**config.mk**
```make
export PLATFORM = sky130hd
export DESIGN_NAME = shape_rasterizer
export DESIGN_NICKNAME = d
export VERILOG_FILES = /design/src/rtl/render_pkg.sv /design/src/rtl/shape_interval.sv /design/src/rtl/shape_rasterizer.sv
export SDC_FILE = /design/constraint.sdc
export NUM_CORES = 1
export LEC_CHECK = 0
export ABC_AREA = 1
export BUFFER_PORTS_ARGS = -buffer_cell sky130_fd_sc_hd__buf_2
export CORE_MARGIN = 3
export CORE_UTILIZATION = 25
export DETAILED_ROUTE_END_ITERATION = 10
export GPL_TIMING_DRIVEN = 0
export SETUP_SLACK_MARGIN = 0.4
export SLEW_MARGIN = 15
export SYNTH_ARGS = -nofsm -noshare
export SYNTH_HDL_FRONTEND = slang
export SYNTH_SLANG_ARGS = --single-unit
```
**constraint.sdc**
```tcl
create_clock -name clk -period 8.55 [get_ports clk]
set_clock_uncertainty 0.2 [all_clocks]
set_input_delay 1.71 -clock clk [delete_from_list [all_inputs] [get_ports clk]]
set_output_delay 1.71 -clock clk [all_outputs]
set_load 0.02 [all_outputs]
```
**src/rtl/render_pkg.sv**
```systemverilog
// rtl/render_pkg.sv - shared shape codes, FSM state codes and span widths for shape_rasterizer.
// Clipping is selected by RENDER_CLIP_EN in the files that import this package.
package render_pkg;

  localparam int COORD_W = 10;
  localparam int SHAPE_W = 12;
  localparam int SPAN_W  = COORD_W + 1;

  typedef enum logic [SHAPE_W-1:0] {
    SQUARE = 12'd0,
    TRI_TL = 12'd1,
    TRI_TR = 12'd2,
    TRI_BL = 12'd3,
    TRI_BR = 12'd4,
    PARA   = 12'd5
  } shape_t;

  localparam logic [1:0] ST_IDLE = 2'd0;
  localparam logic [1:0] ST_ROW  = 2'd1;
  localparam logic [1:0] ST_SCAN = 2'd2;
  localparam logic [1:0] ST_DONE = 2'd3;

  function automatic logic shape_known(input logic [SHAPE_W-1:0] ty);
    return ty <= SHAPE_W'(PARA);
  endfunction

endpackage

```
**src/rtl/shape_interval.sv**
```systemverilog
// rtl/shape_interval.sv - combinational row span (s, t) for one shape row.
// With RENDER_CLIP_EN the span saturates instead of wrapping and is clamped to the screen.
module shape_interval
  import render_pkg::*;
#(
  parameter int CORDW = 10,
  parameter int DATAW = 12
`ifdef RENDER_CLIP_EN
  ,
  parameter int SCREEN_W = 640
`endif
) (
  input  logic [DATAW-1:0] ty,
  input  logic [CORDW-1:0] x0,
  input  logic [CORDW-1:0] n,
  input  logic [CORDW-1:0] r,
  output logic [CORDW:0]   s,
  output logic [CORDW:0]   t,
  output logic             empty
);

`ifdef RENDER_CLIP_EN
  // One spare bit so span overflow can be detected and saturated.
  localparam int WW = CORDW + 2;
`else
  localparam int WW = CORDW + 1;
`endif

  logic [WW-1:0] xw, rw, nm1;
  logic [WW-1:0] s_w, t_w;
  logic          known;

  always_comb begin
    xw    = WW'(x0);
    rw    = WW'(r);
    nm1   = WW'(n) - WW'(1);
    s_w   = xw;
    t_w   = xw + nm1;
    known = 1'b1;
    case (ty)
      DATAW'(SQUARE): ;
      DATAW'(TRI_TL): t_w = xw + nm1 - rw;
      DATAW'(TRI_TR): s_w = xw + rw;
      DATAW'(TRI_BL): t_w = xw + rw;
      DATAW'(TRI_BR): s_w = xw + nm1 - rw;
      DATAW'(PARA): begin
        s_w = xw + nm1 - rw;
        t_w = xw + nm1 - rw + nm1;
      end
      default: known = 1'b0;
    endcase
  end

`ifdef RENDER_CLIP_EN
  localparam logic [WW-1:0] SPAN_MAX = WW'((1 << (CORDW + 1)) - 1);
  localparam logic [WW-1:0] X_MAX    = WW'(SCREEN_W - 1);
  localparam logic [WW-1:0] X_LIMIT  = WW'(SCREEN_W);

  logic [WW-1:0] s_sat, t_sat, t_clip;

  always_comb begin
    s_sat  = (s_w > SPAN_MAX) ? SPAN_MAX : s_w;
    t_sat  = (t_w > SPAN_MAX) ? SPAN_MAX : t_w;
    t_clip = (t_sat > X_MAX) ? X_MAX : t_sat;
    s      = s_sat[CORDW:0];
    t      = t_clip[CORDW:0];
    empty  = !known || (s_sat >= X_LIMIT) || (s_sat > t_clip);
  end
`else
  assign s     = s_w;
  assign t     = t_w;
  assign empty = !known;
`endif

endmodule

```
**src/rtl/shape_rasterizer.sv**
```systemverilog
// rtl/shape_rasterizer.sv - walks a latched shape row by row, one pixel per enabled cycle.
// Optional screen clipping is compiled in with RENDER_CLIP_EN.
module shape_rasterizer
  import render_pkg::*;
#(
  parameter int CORDW    = 10,
  parameter int DATAW    = 12,
  parameter int SCREEN_W = 640,
  parameter int SCREEN_H = 480
) (
  input  logic             clk,
  input  logic             rst,
  input  logic             start,
  input  logic             oe,
  input  logic [DATAW-1:0] ty,
  input  logic [CORDW-1:0] x0,
  input  logic [CORDW-1:0] y0,
  input  logic [DATAW-1:0] size,
  output logic [CORDW-1:0] x,
  output logic [CORDW-1:0] y,
  output logic             drawing,
  output logic             busy,
  output logic             done
);

  logic [1:0]       state_q, state_d;
  logic [DATAW-1:0] ty_q, ty_d;
  logic [CORDW-1:0] x0_q, x0_d;
  logic [CORDW-1:0] n_q, n_d;
  logic [CORDW-1:0] r_q, r_d;
  logic [CORDW-1:0] x_q, x_d;
  logic [CORDW-1:0] y_q, y_d;
  logic [CORDW-1:0] t_q, t_d;

  logic [CORDW:0]   span_s, span_t;
  logic             span_empty;
  logic             last_row;
  logic             off_screen;
  logic             unused_bits;

  shape_interval #(
    .CORDW(CORDW),
    .DATAW(DATAW)
`ifdef RENDER_CLIP_EN
    ,
    .SCREEN_W(SCREEN_W)
`endif
  ) u_interval (
    .ty   (ty_q),
    .x0   (x0_q),
    .n    (n_q),
    .r    (r_q),
    .s    (span_s),
    .t    (span_t),
    .empty(span_empty)
  );

  assign last_row    = (r_q == n_q - CORDW'(1));
  assign unused_bits = ^{size[DATAW-1:CORDW], span_s[CORDW], span_t[CORDW]};

`ifdef RENDER_CLIP_EN
  // y cannot wrap before reaching SCREEN_H, so the low bits are enough here.
  assign off_screen = ({1'b0, y_q} >= (CORDW + 1)'(SCREEN_H));
`else
  assign off_screen = 1'b0;
`endif

  always_comb begin
    state_d = state_q;
    ty_d    = ty_q;
    x0_d    = x0_q;
    n_d     = n_q;
    r_d     = r_q;
    x_d     = x_q;
    y_d     = y_q;
    t_d     = t_q;
    case (state_q)
      ST_IDLE: begin
        if (start) begin
          ty_d = ty;
          x0_d = x0;
          n_d  = size[CORDW-1:0];
          r_d  = '0;
          y_d  = y0;
          if (size[CORDW-1:0] == '0 || !shape_known(SHAPE_W'(ty)))
            state_d = ST_DONE;
          else
            state_d = ST_ROW;
        end
      end
      ST_ROW: begin
        if (off_screen) begin
          state_d = ST_DONE;
        end else if (span_empty) begin
          if (last_row) begin
            state_d = ST_DONE;
          end else begin
            r_d = r_q + CORDW'(1);
            y_d = y_q + CORDW'(1);
          end
        end else begin
          x_d     = span_s[CORDW-1:0];
          t_d     = span_t[CORDW-1:0];
          state_d = ST_SCAN;
        end
      end
      ST_SCAN: begin
        if (oe) begin
          if (x_q == t_q) begin
            if (last_row) begin
              state_d = ST_DONE;
            end else begin
              r_d     = r_q + CORDW'(1);
              y_d     = y_q + CORDW'(1);
              state_d = ST_ROW;
            end
          end else begin
            x_d = x_q + CORDW'(1);
          end
        end
      end
      ST_DONE: state_d = ST_IDLE;
      default: state_d = ST_IDLE;
    endcase
  end

  always_ff @(posedge clk or posedge rst) begin
    if (rst) begin
      state_q <= ST_IDLE;
      ty_q    <= '0;
      x0_q    <= '0;
      n_q     <= '0;
      r_q     <= '0;
      x_q     <= '0;
      y_q     <= '0;
      t_q     <= '0;
    end else begin
      state_q <= state_d;
      ty_q    <= ty_d;
      x0_q    <= x0_d;
      n_q     <= n_d;
      r_q     <= r_d;
      x_q     <= x_d;
      y_q     <= y_d;
      t_q     <= t_d;
    end
  end

  assign x       = x_q;
  assign y       = y_q;
  assign drawing = (state_q == ST_SCAN) && oe;
  assign busy    = (state_q != ST_IDLE);
  assign done    = (state_q == ST_DONE);

endmodule

```
==> out/metrics.csv <==
stage;metric;value;unit
status;outcome;finished clean;
floorplan;die area;26900;um^2
min_path;worst hold stages;2;
place;IO buf count;68;
floorplan;Die W;164;um
worst_setup_path;CP most frequent cell;nand2_1;
job;Max-Cap Viols;0;
sta;fin worst setup slack;3.07;ns
worst_setup_path;Crit path largest cell delay;0.46;ns
logic_synthesis;flops & latches, synth;74;
sta;Slew Limit Fails;0;
clocking;Post-CTS Setup Bufs;0;
worst_setup_path;slowest CP cell;dfrtp_1;
drt;Avg WL per Cell;14.7;um
drt;Vias per Instance;4.74;
drt;Detail Route Antenna Nets;0;
layout;share of layout cells above drive strength 1;13.7;%
layout;Layout Nets;1037;
global_routing;all-layer global routing usage;14.2;%
clocking;Max Root-Sink Buffers;2;
clocking;Resize count post-CTS;0;
drt;Pre-antenna DRT Iters;6;
place;global placer's final weighted congestion;0.891;
worst_setup_path;kind of critical path;reg2reg;
logic_synthesis;synthesized area;6250;um^2
logic_synthesis;Post-Syn Instances;860;
sta;Worst Max-Slew Pin Slew;1.05;ns
sta;Final setup viols;0;
layout;commonest non-fill, non-tap cell in the layout;nand2_1;
worst_setup_path;crit end category;flip-flop;
layout;FF+latch area;1850;um^2
worst_setup_path;Worst Reg-to-Reg Cells;30;
layout;Area growth syn-to-layout;17.1;%
sta;worst rel slew slack;29.5;%
worst_setup_path;data required time of the worst path;8.59;ns
clocking;maximum level of the CTS H-tree;3;
sta;setup TNS;0;ns
logic_synthesis;Unique masters post-synth;50;
logic_synthesis;Post-synth EDFFs;0;
global_routing;largest net degree at the start of global routing;50;
floorplan;initial core utilization;25.6;%
floorplan;IO Count;71;
min_path;Hold Path Class;reg2reg;
logic_synthesis;Ys Warns;0;
drt;DRC errors left;0;
layout;commonest cells after routing, fill and taps aside;nand2_1, inv_1, dfrtp_1;
logic_synthesis;prevailing post-synth register cell;dfrtp_1;
worst_setup_path;crit-path max FO;5;
logic_synthesis;Synth Net Count;957;
sta;unrepaired setup endpoints after global routing;false;
global_routing;first-pass GRT wire length;30.2;mm
floorplan;row cnt;57;
layout;fillcell total;2639;
drt;Detailed Route Iter0 Violations;449;
layout;# diodes;0;
floorplan;DIE HEIGHT;164;um
clocking;hold buffer count at CTS;0;
logic_synthesis;syn avg cell area;7.27;um^2
clocking;CTS tree;yes;
layout;multi-input logic area;3850;um^2
sta;Final period util;64.1;%
clocking;Root Buffer;clkbuf_16;
global_routing;initial antenna violation count;0;
sta;crit path time final;5.48;ns
worst_setup_path;WP data arrival;5.51;ns
global_routing;grt ovf;0;
sta;Peak Freq;183;MHz
clocking;CTS sink count;74;
clocking;clk slew on worst S/H paths;0.06;ns
floorplan;Core ar.;24500;um^2
logic_synthesis;Seq/Total Area, Yosys;29.6;%
drt;drt total wl;18.6;mm
clocking;Skew-Pair Late Insertion Delay;0.35;ns
sta;Hold Violations, Final;0;
logic_synthesis;ys async rst share;100;%
place;dpl hpwl;15.2;mm
clocking;cts bufs inserted;9;
place;post-place setup slack;3.16;ns
worst_setup_path;Critical Path Source Type;flip-flop;
drt;vias;6016;
global_routing;number of global-route vias before repair;5771;
## logic make-up after synthesis
kind of cell,count (synthesis),synth area share [%]
AND/OR/NAND/NOR,371,26.0
AO/OA/AOI/OAI,165,15.7
buffers and inverters,139,8.77
flip-flops,74,29.6
adder cells (fa/ha/maj),49,10.3
XOR/XNOR,47,6.95
multiplexers,15,2.70
## synth_stat cells (4+ instances only)
master      n  area, um^2
a21oi_1    45         225
a31oi_1     5        31.3
nor2_2      5        31.3
ha_1       45         563
nand3_1    68         340
o221ai_1    4        35.0
a21o_1      4        30.0
fa_1        4        80.1
nand4_1    11        68.8
xnor2_1    15         131
a221oi_1    4        35.0
nor4_1     10        62.6
mux2_2     15         169
dfrtp_1    74        1850
inv_1     114         428
xor2_1     29         254
clkbuf_1   14        52.6
nand2_1   186         698
nor3_1     16        80.1
inv_2       4        15.0
o211ai_1    7        52.6
o21ai_1    19        95.1
nor2_1     61         229
o21bai_1    4        30.0
o22ai_1     5        31.3
o21ai_0    47         235
## critical path: cells and delay by family (launching register included)
| kind | cells | cell delay, ns |
|---|---|---|
| AO/OA/AOI/OAI | 7 | 1.10 |
| XOR/XNOR | 3 | 0.82 |
| adder cells (fa/ha/maj) | 4 | 1.30 |
| buffers and inverters | 4 | 0.37 |
| flip-flops | 1 | 0.46 |
| AND/OR/NAND/NOR | 12 | 1.13 |
## sequential cells by signal, summed over array words and instances (netlist names)
signal and cells:
n_q 10, ty_q 12, t_q 10, y 10, r_q 10, state_q 2, x0_q 10, x 10
## final cells by class
| class | count | share of cell area (%) |
|---|---|---|
| Clock inverter | 6 | 0.906 |
| Inverter | 119 | 6.13 |
| Tap cell | 324 | 5.54 |
| Sequential cell | 74 | 25.3 |
| Buffer | 20 | 1.38 |
| Timing Repair Buffer | 69 | 5.02 |
| Multi-Input combinational cell | 647 | 52.6 |
| Clock buffer | 10 | 3.13 |
## stage by stage
stage	instance area (um^2)	instances	hold WS [ns]	util, %
floorplan	6250	860	0.254	-
global placement	7000	1252	0.267	28.6
detailed placement	7030	1253	0.276	28.7
CTS	7320	1269	0.290	29.9
global route	7320	1269	0.313	29.9
finish	7320	1269	0.287	29.9
## final timing paths
check	startpoint	endpoint	slack [ns]
setup / recovery	n_q[0]$_DFFE_PP0P_	t_q[9]$_DFFE_PP0P_	3.07
hold / removal	ty_q[10]$_DFFE_PP0P_	ty_q[10]$_DFFE_PP0P_	0.29
min in group asynchronous	rst	x[1]$_DFFE_PP0P_	1.14
max in group asynchronous	rst	r_q[4]$_DFFE_PP0P_	6.43
setup reg to reg	n_q[0]$_DFFE_PP0P_	t_q[9]$_DFFE_PP0P_	3.07
hold reg to reg	ty_q[10]$_DFFE_PP0P_	ty_q[10]$_DFFE_PP0P_	0.29
## per-layer routing
metal  share of wire (%)  global-route usage (%)  vias up
li1                    -                       -     3051
met1                  47                    19.7     2785
met2                  45                    22.5      155
met3                 5.3                    1.94       25
met4                 2.6                    4.96        0
met5                   0                       0        -
Power is not shown: default switching activity piles up to over one toggle a cycle in this logic, so the estimate is an artifact.
